File: src/rtl/mc32_fetch_alu_bus.sv
// ============================================================================
// mc32_fetch_alu_bus
//
// Front-end datapath slice of the MaxiCore32 CPU. It holds three independent
// functions:
//   * a combinational 32-bit ALU with carry/zero/negative/overflow flags;
//   * a combinational big-endian bus interface that maps CPU BYTE/WORD/LONG
//     cycles onto a 32-bit strobed bus and flags misaligned accesses;
//   * a registered fetch stage that latches instructions from the bus read
//     path, inserts one memory-access cycle after a load/store and detects
//     HALT.
//
// Optional feature macro: ALU_MUL_EN
//   defined   -> ALU op 4'hF is an unsigned 32x32 multiply (low word result,
//                carry set when the high word is nonzero, overflow 0).
//   undefined -> ALU op 4'hF returns 0 with every flag clear except zero.
//
// Parameters
//   RESET_INSTR           instruction presented after reset (NOP by default)
//
// Ports
//   clock, reset          rising-edge clock, synchronous active-high reset
//   alu_op                ALU operation select
//   alu_reg2 / alu_reg3   ALU operands A / B
//   alu_carry_in          carry (add) or borrow (subtract) input
//   alu_result            ALU result
//   alu_*_out             carry, zero, negative, overflow flags
//   cpu_address           CPU byte address
//   cpu_cycle_width       0 BYTE, 1 WORD, 2/3 LONG
//   cpu_data_out          CPU write data, right-justified
//   cpu_read, cpu_write   CPU cycle requests
//   cpu_data_in           read data to the CPU, right-justified, zero-extended
//   address               bus long-word address (cpu_address[31:2])
//   data_in / data_out    bus read data / bus write data on byte lanes
//   data_strobes          byte-lane enables, bit 3 = bits [31:24]
//   read, write           bus cycle controls
//   bus_error             misaligned access indication
//   outbound_instruction  instruction latched for the next pipeline stage
//   block_fetch           high during the inserted memory-access cycle
//   halting               sticky HALT indication, cleared only by reset
// ============================================================================
module mc32_fetch_alu_bus #(
    parameter logic [31:0] RESET_INSTR = 32'h0000_0000
) (
    input  logic        clock,
    input  logic        reset,
    // ALU
    input  logic [3:0]  alu_op,
    input  logic [31:0] alu_reg2,
    input  logic [31:0] alu_reg3,
    input  logic        alu_carry_in,
    output logic [31:0] alu_result,
    output logic        alu_carry_out,
    output logic        alu_zero_out,
    output logic        alu_neg_out,
    output logic        alu_over_out,
    // CPU side of the bus interface
    input  logic [31:0] cpu_address,
    input  logic [1:0]  cpu_cycle_width,
    input  logic [31:0] cpu_data_out,
    input  logic        cpu_read,
    input  logic        cpu_write,
    output logic [31:0] cpu_data_in,
    // External bus
    output logic [29:0] address,
    input  logic [31:0] data_in,
    output logic [31:0] data_out,
    output logic [3:0]  data_strobes,
    output logic        read,
    output logic        write,
    output logic        bus_error,
    // Fetch stage
    output logic [31:0] outbound_instruction,
    output logic        block_fetch,
    output logic        halting
);

    // ------------------------------------------------------------------------
    // ALU
    // ------------------------------------------------------------------------
    localparam logic [3:0] OP_ADD  = 4'h0;
    localparam logic [3:0] OP_ADDC = 4'h1;
    localparam logic [3:0] OP_SUB  = 4'h2;
    localparam logic [3:0] OP_SUBC = 4'h3;
    localparam logic [3:0] OP_AND  = 4'h4;
    localparam logic [3:0] OP_OR   = 4'h5;
    localparam logic [3:0] OP_XOR  = 4'h6;
    localparam logic [3:0] OP_NOT  = 4'h7;
    localparam logic [3:0] OP_LSL  = 4'h8;
    localparam logic [3:0] OP_LSR  = 4'h9;
    localparam logic [3:0] OP_ASR  = 4'hA;
    localparam logic [3:0] OP_COPY = 4'hB;
    localparam logic [3:0] OP_NEG  = 4'hC;
    localparam logic [3:0] OP_INC  = 4'hD;
    localparam logic [3:0] OP_DEC  = 4'hE;
    localparam logic [3:0] OP_MUL  = 4'hF;

    // All add/subtract style ops share one 33-bit adder. Each op only picks
    // the operands, the carry/borrow input and the direction.
    logic [31:0] arith_x;
    logic [31:0] arith_y;
    logic        arith_cin;
    logic        arith_sub;
    logic [32:0] arith_sum;
    logic        arith_ovf;

    always_comb begin
        arith_x   = alu_reg2;
        arith_y   = alu_reg3;
        arith_cin = 1'b0;
        arith_sub = 1'b0;
        case (alu_op)
            OP_ADDC: arith_cin = alu_carry_in;
            OP_SUB:  arith_sub = 1'b1;
            OP_SUBC: begin
                arith_sub = 1'b1;
                arith_cin = alu_carry_in;
            end
            OP_NEG: begin
                arith_x   = 32'h0000_0000;
                arith_sub = 1'b1;
            end
            OP_INC:  arith_y = 32'h0000_0001;
            OP_DEC: begin
                arith_y   = 32'h0000_0001;
                arith_sub = 1'b1;
            end
            default: ;
        endcase
    end

    // Bit 32 is the carry for additions; for subtractions the 33-bit result
    // wraps negative, so bit 32 doubles as the borrow.
    assign arith_sum = arith_sub
        ? ({1'b0, arith_x} - {1'b0, arith_y} - {32'h0, arith_cin})
        : ({1'b0, arith_x} + {1'b0, arith_y} + {32'h0, arith_cin});

    // Signed overflow: add overflows when operands agree in sign and the
    // result does not; subtract when operands differ and the result sign
    // differs from the minuend.
    assign arith_ovf = arith_sub
        ? ((arith_x[31] != arith_y[31]) && (arith_sum[31] != arith_x[31]))
        : ((arith_x[31] == arith_y[31]) && (arith_sum[31] != arith_x[31]));

`ifdef ALU_MUL_EN
    logic [63:0] mul_product;
    assign mul_product = {32'h0, alu_reg2} * {32'h0, alu_reg3};
`endif

    always_comb begin
        alu_result    = 32'h0000_0000;
        alu_carry_out = 1'b0;
        alu_over_out  = 1'b0;
        case (alu_op)
            OP_ADD, OP_ADDC, OP_SUB, OP_SUBC, OP_NEG, OP_INC, OP_DEC: begin
                alu_result    = arith_sum[31:0];
                alu_carry_out = arith_sum[32];
                alu_over_out  = arith_ovf;
            end
            OP_AND:  alu_result = alu_reg2 & alu_reg3;
            OP_OR:   alu_result = alu_reg2 | alu_reg3;
            OP_XOR:  alu_result = alu_reg2 ^ alu_reg3;
            OP_NOT:  alu_result = ~alu_reg3;
            OP_COPY: alu_result = alu_reg3;
            OP_LSL: begin
                alu_result    = {alu_reg2[30:0], 1'b0};
                alu_carry_out = alu_reg2[31];
            end
            OP_LSR: begin
                alu_result    = {1'b0, alu_reg2[31:1]};
                alu_carry_out = alu_reg2[0];
            end
            OP_ASR: begin
                alu_result    = {alu_reg2[31], alu_reg2[31:1]};
                alu_carry_out = alu_reg2[0];
            end
            OP_MUL: begin
`ifdef ALU_MUL_EN
                alu_result    = mul_product[31:0];
                alu_carry_out = |mul_product[63:32];
`else
                alu_result    = 32'h0000_0000;
`endif
            end
            default: ;
        endcase
    end

    assign alu_zero_out = (alu_result == 32'h0000_0000);
    assign alu_neg_out  = alu_result[31];

    // ------------------------------------------------------------------------
    // Bus interface (big-endian: byte offset 0 lives on lane 3, bits [31:24])
    // ------------------------------------------------------------------------
    localparam logic [1:0] WIDTH_BYTE = 2'd0;
    localparam logic [1:0] WIDTH_WORD = 2'd1;

    logic [1:0]  byte_offset;
    logic [7:0]  lane_byte [4];
    logic [3:0]  lane_select;
    logic        misaligned;
    logic        cycle_request;
    logic [31:0] read_data;

    assign byte_offset   = cpu_address[1:0];
    assign address       = cpu_address[31:2];
    assign cycle_request = cpu_read | cpu_write;

    // Per-lane views of the bus: lane gi covers bits [8*gi+7 : 8*gi].
    // Write data is replicated so the addressed lanes always carry it:
    // bytes on every lane, words on both halves, longs unchanged.
    generate
        for (genvar gi = 0; gi < 4; gi++) begin : g_lane
            assign lane_byte[gi] = data_in[8*gi +: 8];
            always_comb begin
                if (cpu_cycle_width == WIDTH_BYTE) begin
                    data_out[8*gi +: 8] = cpu_data_out[7:0];
                end else if (cpu_cycle_width == WIDTH_WORD) begin
                    data_out[8*gi +: 8] = cpu_data_out[8*(gi % 2) +: 8];
                end else begin
                    data_out[8*gi +: 8] = cpu_data_out[8*gi +: 8];
                end
            end
        end
    endgenerate

    always_comb begin
        lane_select = 4'b1111;
        misaligned  = 1'b0;
        read_data   = data_in;
        case (cpu_cycle_width)
            WIDTH_BYTE: begin
                lane_select = 4'b1000 >> byte_offset;
                read_data   = {24'h0, lane_byte[2'd3 - byte_offset]};
            end
            WIDTH_WORD: begin
                misaligned  = byte_offset[0];
                lane_select = byte_offset[1] ? 4'b0011 : 4'b1100;
                read_data   = byte_offset[1] ? {16'h0, data_in[15:0]}
                                             : {16'h0, data_in[31:16]};
            end
            default: begin
                // LONG, and the unused encoding 3 which behaves as LONG
                misaligned = (byte_offset != 2'b00);
            end
        endcase
    end

    // A misaligned address is reported whether or not a cycle is requested;
    // it always suppresses the bus cycle itself.
    assign bus_error    = misaligned;
    assign read         = cpu_read  & ~misaligned;
    assign write        = cpu_write & ~misaligned;
    assign data_strobes = (cycle_request && !misaligned) ? lane_select : 4'b0000;
    assign cpu_data_in  = read_data;

    // ------------------------------------------------------------------------
    // Fetch stage
    // ------------------------------------------------------------------------
    typedef enum logic [1:0] {
        ST_FETCH  = 2'd0,   // latch a new instruction every edge
        ST_MEM    = 2'd1,   // one-cycle slot for a load/store data access
        ST_HALTED = 2'd2    // sticky until reset, feeds NOPs downstream
    } fetch_state_t;

    fetch_state_t state_reg;
    fetch_state_t state_next;
    logic [31:0]  instr_reg;
    logic [31:0]  instr_next;
    logic         is_load_store;
    logic         is_halt;

    // Classification is done on the word being latched, so the state
    // change lands on the same edge as the instruction itself.
    assign is_load_store = (cpu_data_in[31:28] == 4'h1);
    assign is_halt       = (cpu_data_in[31:26] == 6'h01);

    always_ff @(posedge clock) begin
        if (reset) begin
            state_reg <= ST_FETCH;
            instr_reg <= RESET_INSTR;
        end else begin
            state_reg <= state_next;
            instr_reg <= instr_next;
        end
    end

    always_comb begin
        state_next = state_reg;
        instr_next = instr_reg;
        case (state_reg)
            ST_FETCH: begin
                instr_next = cpu_data_in;
                if (is_halt) begin
                    state_next = ST_HALTED;
                end else if (is_load_store) begin
                    state_next = ST_MEM;
                end
            end
            ST_MEM: begin
                // Instruction held while the memory access uses the bus.
                state_next = ST_FETCH;
            end
            ST_HALTED: begin
                instr_next = 32'h0000_0000;
            end
            default: begin
                state_next = ST_FETCH;
            end
        endcase
    end

    assign outbound_instruction = instr_reg;
    assign block_fetch          = (state_reg == ST_MEM);
    assign halting              = (state_reg == ST_HALTED);

endmodule

File: config.mk
export PLATFORM = sky130hd
export DESIGN_NAME = mc32_fetch_alu_bus
export DESIGN_NICKNAME = d
export VERILOG_FILES = /design/src/rtl/mc32_fetch_alu_bus.sv
export SDC_FILE = /design/constraint.sdc
export NUM_CORES = 1
export LEC_CHECK = 0
export CAP_MARGIN = 10
export CORE_UTILIZATION = 53
export CTS_CLUSTER_SIZE = 25
export DETAILED_ROUTE_END_ITERATION = 12
export PLACE_DENSITY = 0.9
export SKIP_CTS_REPAIR_TIMING = 1
export SLEW_MARGIN = 20
export SYNTH_ARGS = -nofsm -noshare
export SYNTH_HDL_FRONTEND = slang
export SYNTH_SLANG_ARGS = --single-unit
export TNS_END_PERCENT = 5
File: constraint.sdc
create_clock -name clock -period 14.45 [get_ports clock]
set_clock_uncertainty 0.2 [all_clocks]
set_input_delay 2.89 -clock clock [delete_from_list [all_inputs] [get_ports clock]]
set_output_delay 2.89 -clock clock [all_outputs]
set_load 0.01 [all_outputs]
# Word-level counts from Yosys, hierarchy flattened
# Index checks and enable logic that the tools add are counted.
dict set report word_totals {
  output_inout_bits 171
  ff_bits 34
  word_cells 86
}
dict set report op_classes {
  n_shift 1
  add_sub_neg 5
  mux 27
  n_bitwise 10
  n_eq_ne 24
  order_cmp 1
  n_reduce_logical 16
}
# cell count
set op_table {}
lappend op_table {{one-hot mux 32 bit (10 select lines)} 1}
lappend op_table {{one-hot mux 32 bit (2 select lines)} 2}
lappend op_table {{two-way mux 32 bit} 2}
lappend op_table {{two-way mux 8 bit} 7}
lappend op_table {{adder 32 x 32 -> 33 bit} 1}
lappend op_table {{adder 33 x 1 -> 33 bit} 1}
lappend op_table {{two-way mux 33 bit} 1}
lappend op_table {{subtractor 32 x 32 -> 33 bit} 1}
lappend op_table {{subtractor 33 x 1 -> 33 bit} 1}
lappend op_table {{bitwise AND 32 bit} 1}
lappend op_table {{== test 4 bit (second input constant)} 8}
lappend op_table {{zero test 32 bit} 1}
lappend op_table {{inverter 32 bit} 1}
lappend op_table {{OR 32 bit} 1}
lappend op_table {{XOR 32 bit} 1}
lappend op_table {{binary-select mux 8 bit (select 2 bit)} 1}
lappend op_table {{== test 4 x 3 -> 1 bit (second input constant)} 4}
lappend op_table {{two-way mux 16 bit} 1}
lappend op_table {{== test 4 x 1 -> 1 bit (second input constant)} 2}
lappend op_table {{== test 4 x 2 -> 1 bit (second input constant)} 2}
lappend op_table {{two-way mux 4 bit} 2}
lappend op_table {{one-hot mux 4 bit (2 select lines)} 1}
lappend op_table {{OR reduction 7 bit} 1}
lappend op_table {{== test 6 x 1 -> 1 bit (second input constant)} 1}
lappend op_table {{other kinds (25)} 39}

# Depth between registers and ports, before layout
# Gate-level depths: netlist of the first run.
dict set report logic_depth {
  depth_word 10
  ltp_mapped 21
}

# Worst setup path after synthesis of the first run
# Ideal clock, no wire load.
dict set report synth_timing {
  path_kind {input-to-output}
  startpoint {input alu_op[0]}
  endpoint {output alu_zero_out}
  stages 20
  setup_slack_ns 4.355
  required_ns 11.360
  arrival_time_ns 7.005
  cell_sequence {buf_6 -> buf_2 -> buf_2 -> buf_2 -> buf_1 -> nand4_1 -> inv_1 -> fa_1 -> fa_1 -> inv_1 -> o21ai_1 -> a2111oi_2 -> o21ai_2 -> xnor2_1 -> o221a_1 -> nor4_1 -> nand4b_1 -> and4b_1 -> nand3b_1 -> nor4_2}
}
dict set report synth_via {
  elab_chain_len 8
}
# item line_no
set synth_rtl {}
lappend synth_rtl {{from (decl)} 48} ;# input logic [3:0] alu_op,
lappend synth_rtl {{== test 4 bit} {112, 154}}
lappend synth_rtl {{OR reduction 2 bit (no source line)} -}
lappend synth_rtl {{two-way mux 32 bit} 112} ;# case (alu_op)
lappend synth_rtl {{adder 32 x 32 -> 33 bit / subtractor 32 x 32 -> 33 bit (equally long branches)} {136, 135}}
lappend synth_rtl {{adder 33 x 1 -> 33 bit / subtractor 33 x 1 -> 33 bit (equally long branches)} {136, 135}}
lappend synth_rtl {{two-way mux 33 bit} 135} ;# ? ({1'b0, arith_x} - {1'b0, arith_y} - {32'h0, arith_cin})
lappend synth_rtl {{one-hot mux 32 bit (10 select lines) *} 154} ;# case (alu_op)
lappend synth_rtl {{via alu_result[12]} 52} ;# output logic [31:0] alu_result,
lappend synth_rtl {{zero test 32 bit *} 189} ;# assign alu_zero_out = (alu_result == 32'h0000_0000);
lappend synth_rtl {{to (decl)} 54} ;# output logic alu_zero_out,
# The timed path passes the listed nets; every way through them passes the cells marked *.

# Worst setup path after layout of the first run
dict set report layout_timing {
  startpoint {input alu_op[1]}
  endpoint {output alu_zero_out}
}
dict set report layout_via {
  elab_chain_len 8
}
# item line_no
set layout_rtl {}
lappend layout_rtl {{== test 4 bit} {112, 154}}
lappend layout_rtl {{OR reduction 2 bit (no source line)} -}
lappend layout_rtl {{two-way mux 32 bit} 112}
lappend layout_rtl {{adder 32 x 32 -> 33 bit / subtractor 32 x 32 -> 33 bit (equally long branches)} {136, 135}}
lappend layout_rtl {{adder 33 x 1 -> 33 bit / subtractor 33 x 1 -> 33 bit (equally long branches)} {136, 135}}
lappend layout_rtl {{two-way mux 33 bit} 135}
lappend layout_rtl {{one-hot mux 32 bit (10 select lines) *} 154}
lappend layout_rtl {{zero test 32 bit *} 189}
# Every way passes the cells marked *; elsewhere a longest branch is shown, timed or not.

==> results.json, run 1 <==
{
  "setup_ws_ns": 2.64,
  "syn_nets": 1865,
  "slew_headroom": 0.150,
  "wl_per_cell_um": 21.6,
  "ios": 342,
  "synth.area.top_cells": "ha_1, dfxtp_1, a21oi_1",
  "synth-async-reset-ratio": 0,
  "core_area_um2": 19700,
  "largest_reg_flops": 32,
  "die_w_um": 144,
  "crit_family": "buffers and inverters",
  "ant_nets": 0,
  "clkTransAtPathRegs_ns": 0.05,
  "critPathLaunchType": "primary input",
  "clkSinkCount": 34,
  "synth-seq-cells": 34,
  "yosys_warnings": 0,
  "netlist_area_um2": 10700,
  "ff2ff_setup_slack_ns": 12.45,
  "comb_power_share": 0.760,
  "netlist-cell-type-count": 91,
  "vias": 13037,
  "cts_made_buffers": 5,
  "antenna_found_initial": 0,
  "internal_power_uw": 456,
  "clock_path_buffers": 2,
  "drc_errors": 0,
  "clk-insertion-delay-late_ns": 0.28,
  "area_delta_synth_final_pct": 25.1,
  "dp_slack_ns": 2.83,
  "dr.pass1.iters": 7,
  "multi_input_area_um2": 8680,
  "grt_pass1_wl_um": 64700,
  "slowest_delay_ns": 0.72,
  "grt_setup_unrepaired": "no",
  "syn_inst": 1535,
  "seqPwrFrac": 0.117,
  "final_common_cell": "clkdlybuf4s50_1",
  "path_cells": "buf_2, buf_4, nor2_2, buf_4, a21oi_1, ha_1, ha_1, nand2_1, a2111oi_2, o21ai_2, xnor2_1, o221a_1, nor4_1, nand4b_1, and4b_1, nand3b_1, nor4_2, clkdlybuf4s50_1",
  "grt_overflow": 0,
  "slew_violations": 0,
  "fmax_mhz": 84.7,
  "first_iter_violations": 1645,
  "hp-class": "flip-flop to flip-flop",
  "crit_slowest_cell": "buf_2",
  "critPathCaptureType": "output pin",
  "drive_above_1_share": 0.0532,
  "crit_buf_inv": 4,
  "seq_area_um2": 681,
  "die_area_um2": 20800,
  "yosysTopAreaCellShare": 0.181,
  "port_buffers": 281,
  "synth_edf_count": 0,
  "synth_area_leader_cell": "ha_1",
  "cts_tree": "yes",
  "cp.arrival_ns": 8.72,
  "final-setup-viol-count": 0,
  "worstPathRequired_ns": 11.36,
  "powerDensity_nw_per_um2": 65.7,
  "cts_root_buf": "clkbuf_16",
  "num-fill-cells": 1730,
  "fin_nets": 2041,
  "grt_use_total": 0.399,
  "place.gp.congestion": 1.05,
  "p_leak_uw": 0.00592,
  "dieHeight_um": 144,
  "htreeDepth": 2,
  "peakVddDrop_mv": 0.0471,
  "timing_hold_violations_final": 0,
  "status": "completed",
  "fin_crit_ns": 11.81,
  "switching_power_uw": 424,
  "start_util": 0.545,
  "maxCapViolations": 0,
  "pwr-share-clk": 0.123,
  "tightest_slew_ns": 1.27,
  "antenna_cells": 0,
  "grt_pass1_vias": 12225,
  "synth_seq_area_share": 0.0635,
  "fin_setup_tns_ns": 0,
  "wl_um": 42700,
  "via_per_inst": 6.59,
  "grt_max_degree": 66,
  "critPathMaxFanout": 51,
  "final.period_utilization": 0.817,
  "synth_flop_cell": "dfxtp_1",
  "swShare": 0.482,
  "dp_hpwl_um": 32800,
  "layout_common_cells": "clkdlybuf4s50_1, inv_1, ha_1, nor2_1, a21oi_1",
  "avgSynthCellArea_um2": 6.98,
  "setup.worst_path.class": "primary input to output pin",
  "row_count": 51
}
## cell families after synthesis
family	share of synthesized area
AO/OA/AOI/OAI	0.354
XOR/XNOR	0.0376
adder cells (fa/ha/maj)	0.189
buffers and inverters	0.127
flip-flops	0.0635
multiplexers	0.0524
AND/OR/NAND/NOR	0.177
## worst paths after layout
check                                 from                        to  depth (start not counted)
hold reg to reg   outbound_instruction[28]  outbound_instruction[28]                          2
hold / removal    outbound_instruction[28]  outbound_instruction[28]                          2
setup / recovery                 alu_op[1]              alu_zero_out                         18
setup reg to reg              state_reg[0]  outbound_instruction[23]                          5
## power by group through the flow
stage	Combinational, uW	Sequential, uW	Clock, uW
global placement	635	104	0
global route	716	103	113
detailed placement	645	105	0
finish	669	103	109
floorplan	412	107	0
CTS	650	103	108
## worst reg2reg max path, cell delays in order (launching register included)
cell	delay, ns
dfxtp_1	0.47
buf_4	0.41
nor2_1	0.10
and2_1	0.34
a22oi_1	0.28
nor2_1	0.08
## per-stage QoR
step	hold slack, ns	power [uW]	utilization	cells	instance area [um2]
global route	0.330	932	0.682	1977	13400
detailed placement	0.281	750	0.674	1969	13200
CTS	0.291	861	0.682	1977	13400
finish	0.297	880	0.682	1977	13400
floorplan	0.328	519	-	1535	10700
global placement	0.269	739	0.674	1969	13200
## synth_stat cells (all sizes together), types with 10 or more instances
cell type / number
inv: 163
ha: 155
nor2: 147
a21oi: 132
o21ai: 118
nand2: 110
buf: 91
a22oi: 52
clkbuf: 41
nor3: 40
mux2i: 37
dfxtp: 34
xnor2: 27
a22o: 26
and2: 25
a221oi: 24
a21o: 22
o211ai: 19
xor2: 19
mux2: 17
nand3: 17
a211oi: 16
o21bai: 12
a211o: 11
a221o: 11
nor2b: 11
a2111oi: 10
o21a: 10
or3: 10
## layout make-up
type                    instances  share of cell area
repair buffers                301               0.220
multi-input cells            1205               0.648
clock buffers                   6              0.0104
flip-flops and latches         34              0.0508
well taps                     265              0.0247
inverters                     164              0.0459
clock inverters                 2            0.000934
## routing by layer
metal | track usage | vias to the layer above | routed length [um]
met5 | 0 | - | 0
met4 | 0.273 | 0 | 2900
met1 | 0.480 | 5987 | 15700
met3 | 0.0907 | 239 | 5230
met2 | 0.631 | 945 | 18900
li1 | - | 5866 | -
Note: power is estimated with default switching activity, not from simulation.
==> run 2, diff against run 1 <==
--- a/config.mk
+++ b/config.mk
@@ -6,10 +6,10 @@
 export NUM_CORES = 1
 export LEC_CHECK = 0
 export CAP_MARGIN = 10
-export CORE_UTILIZATION = 53
+export CORE_UTILIZATION = 44
 export CTS_CLUSTER_SIZE = 25
 export DETAILED_ROUTE_END_ITERATION = 12
-export PLACE_DENSITY = 0.9
+export PLACE_DENSITY = 0.8
 export SKIP_CTS_REPAIR_TIMING = 1
 export SLEW_MARGIN = 20
 export SYNTH_ARGS = -nofsm -noshare
==> constraint.sdc (replaced) <==
create_clock -name clock -period 10.5 [get_ports clock]
set_clock_uncertainty 0.2 [all_clocks]
set_input_delay 2.1 -clock clock [delete_from_list [all_inputs] [get_ports clock]]
set_output_delay 2.1 -clock clock [all_outputs]
set_load 0.01 [all_outputs]
==> run 2 against run 1 <==
Critical endpoint unchanged; cell area up 0.77%; global-route usage down 7.0 points; core utilization down 11 points; clock power up 25%; sequential share of layout area about the same; critical path depth down 1; via count down 2.9%; largest cell class unchanged; final cell count up 3.0%; register-to-register slack worse by 3.9 ns; die area up 20%.
==> results.json, run 2 (synthesized netlist as in run 1, its figures left out) <==
{
  "status": "completed",
  "maxCapViolations": 0,
  "fin_nets": 2047,
  "slew_violations": 0,
  "swShare": 0.480,
  "clkTransAtPathRegs_ns": 0.05,
  "tightest_slew_ns": 0.988,
  "fin_setup_tns_ns": 0,
  "grt_pass1_vias": 12039,
  "worstRegToRegCells": 5,
  "drive_above_1_share": 0.0553,
  "postPlaceCellArea_um2": 13400,
  "start_util": 0.452,
  "critPathLaunchType": "primary input",
  "peakVddDrop_mv": 0.0638,
  "internal_power_uw": 621,
  "critPathCaptureType": "output pin",
  "area_delta_synth_final_pct": 26.1,
  "row_count": 56,
  "clock_path_buffers": 2,
  "seqPwrFrac": 0.118,
  "first_iter_violations": 1380,
  "grt_max_degree": 78,
  "core_area_um2": 23700,
  "ant_nets": 0,
  "ff2ff_setup_slack_ns": 8.57,
  "powerDensity_nw_per_um2": 88.4,
  "die_w_um": 158,
  "clk-insertion-delay-late_ns": 0.27,
  "cts_made_buffers": 5,
  "hp-class": "flip-flop to flip-flop",
  "pwr-share-clk": 0.114,
  "dieHeight_um": 158,
  "cts_tree": "yes",
  "num-fill-cells": 2272,
  "vias": 12665,
  "p_leak_uw": 0.00594,
  "ios": 342,
  "grt_setup_unrepaired": "no",
  "clkSinkCount": 34,
  "wl_per_cell_um": 21.0,
  "dr.pass1.iters": 6,
  "r2r-start": "state_reg[0]",
  "slew_headroom": 0.336,
  "htreeDepth": 2,
  "worstPathRequired_ns": 8.20,
  "final_common_cell": "clkdlybuf4s50_1",
  "setup.worst_path.class": "primary input to output pin",
  "switching_power_uw": 573,
  "port_buffers": 281,
  "min-delay-start": "outbound_instruction[28]",
  "fmax_mhz": 101,
  "critPathMaxFanout": 23,
  "grt_pass1_wl_um": 64400,
  "dp_hpwl_um": 33800,
  "comb_power_share": 0.768,
  "timing_hold_violations_final": 0,
  "cts_root_buf": "clkbuf_16",
  "final-setup-viol-count": 0,
  "p_total_uw": 1190,
  "worstHoldEndpoint": "outbound_instruction[28]",
  "largest_reg_flops": 32,
  "layout_common_cells": "clkdlybuf4s50_1, inv_1, ha_1, nor2_1, a21oi_1",
  "cp.arrival_ns": 7.60,
  "antenna_found_initial": 0,
  "stdcell_area_um2": 13500,
  "place.gp.congestion": 1.00,
  "die_area_um2": 25000,
  "final.period_utilization": 0.943,
  "holdPathStages": 2,
  "via_per_inst": 6.22,
  "wl_um": 42800,
  "fin_crit_ns": 9.90,
  "drc_errors": 0,
  "grt_use_total": 0.329,
  "reg2reg_to": "outbound_instruction[25]",
  "grt_overflow": 0
}
run 2: final cells by class:
cell class | instances | area [um2] | share of cell area
clock buffer | 7 | 133 | 0.00982
inverter | 164 | 616 | 0.0456
multi-input combinational | 1205 | 8680 | 0.643
timing repair buffer | 307 | 3000 | 0.222
antenna | 1 | 2.50 | 0.000185
tap | 319 | 399 | 0.0296
sequential | 34 | 681 | 0.0504
run 2: power by group through the flow:
stage	combinational [uW]	sequential, uW	clock (uW)
final	916	141	136
after detailed placement	893	144	0
after global routing	988	142	142
after floorplan	568	147	0
after global placement	885	143	0
after CTS	899	141	137
run 2: per-stage QoR:
step | hold slack [ns] | std cells | utilization | setup slack (ns)
6_report | 0.299 | 2037 | 0.570 | 0.597
5_1_grt | 0.328 | 2036 | 0.570 | 0.307
4_1_cts | 0.303 | 2036 | 0.570 | 0.707
3_5_place_dp | 0.292 | 2029 | 0.565 | 0.699
3_3_place_gp | 0.270 | 2029 | 0.565 | 0.805
2_1_floorplan | 0.328 | 1535 | - | 1.98
run 2: worst max-delay path: stages:
cell and delay [ns]:
buf_2 0.35, and2_1 0.65, buf_4 0.29, a21oi_1 0.10, ha_1 0.43, ha_1 0.40, nand2_1 0.14, a2111oi_2 0.62
o21ai_2 0.22, xnor2_1 0.18, o221a_1 0.27, nor4_1 0.31, nand4b_1 0.20, and4b_1 0.35, nand3b_1 0.16, nor4_2 0.24
clkdlybuf4s50_1 0.58
run 2: worst max path at each step:
stage          startpoint      endpoint
6_report        alu_op[2]  alu_zero_out
3_5_place_dp    alu_op[2]  alu_zero_out
2_1_floorplan   alu_op[0]  alu_zero_out
5_1_grt         alu_op[2]  alu_zero_out
3_3_place_gp    alu_op[2]  alu_zero_out
4_1_cts         alu_op[2]  alu_zero_out
run 2: layer usage:
metal  vias up  routed length [um]  share of wire  track usage
met3       146                4330           0.10       0.0695
li1       5897                   -              -            -
met1      5882               16300           0.38        0.391
met4         0                2320          0.054        0.186
met2       740               19800           0.46        0.548
met5         -                   0              0            0
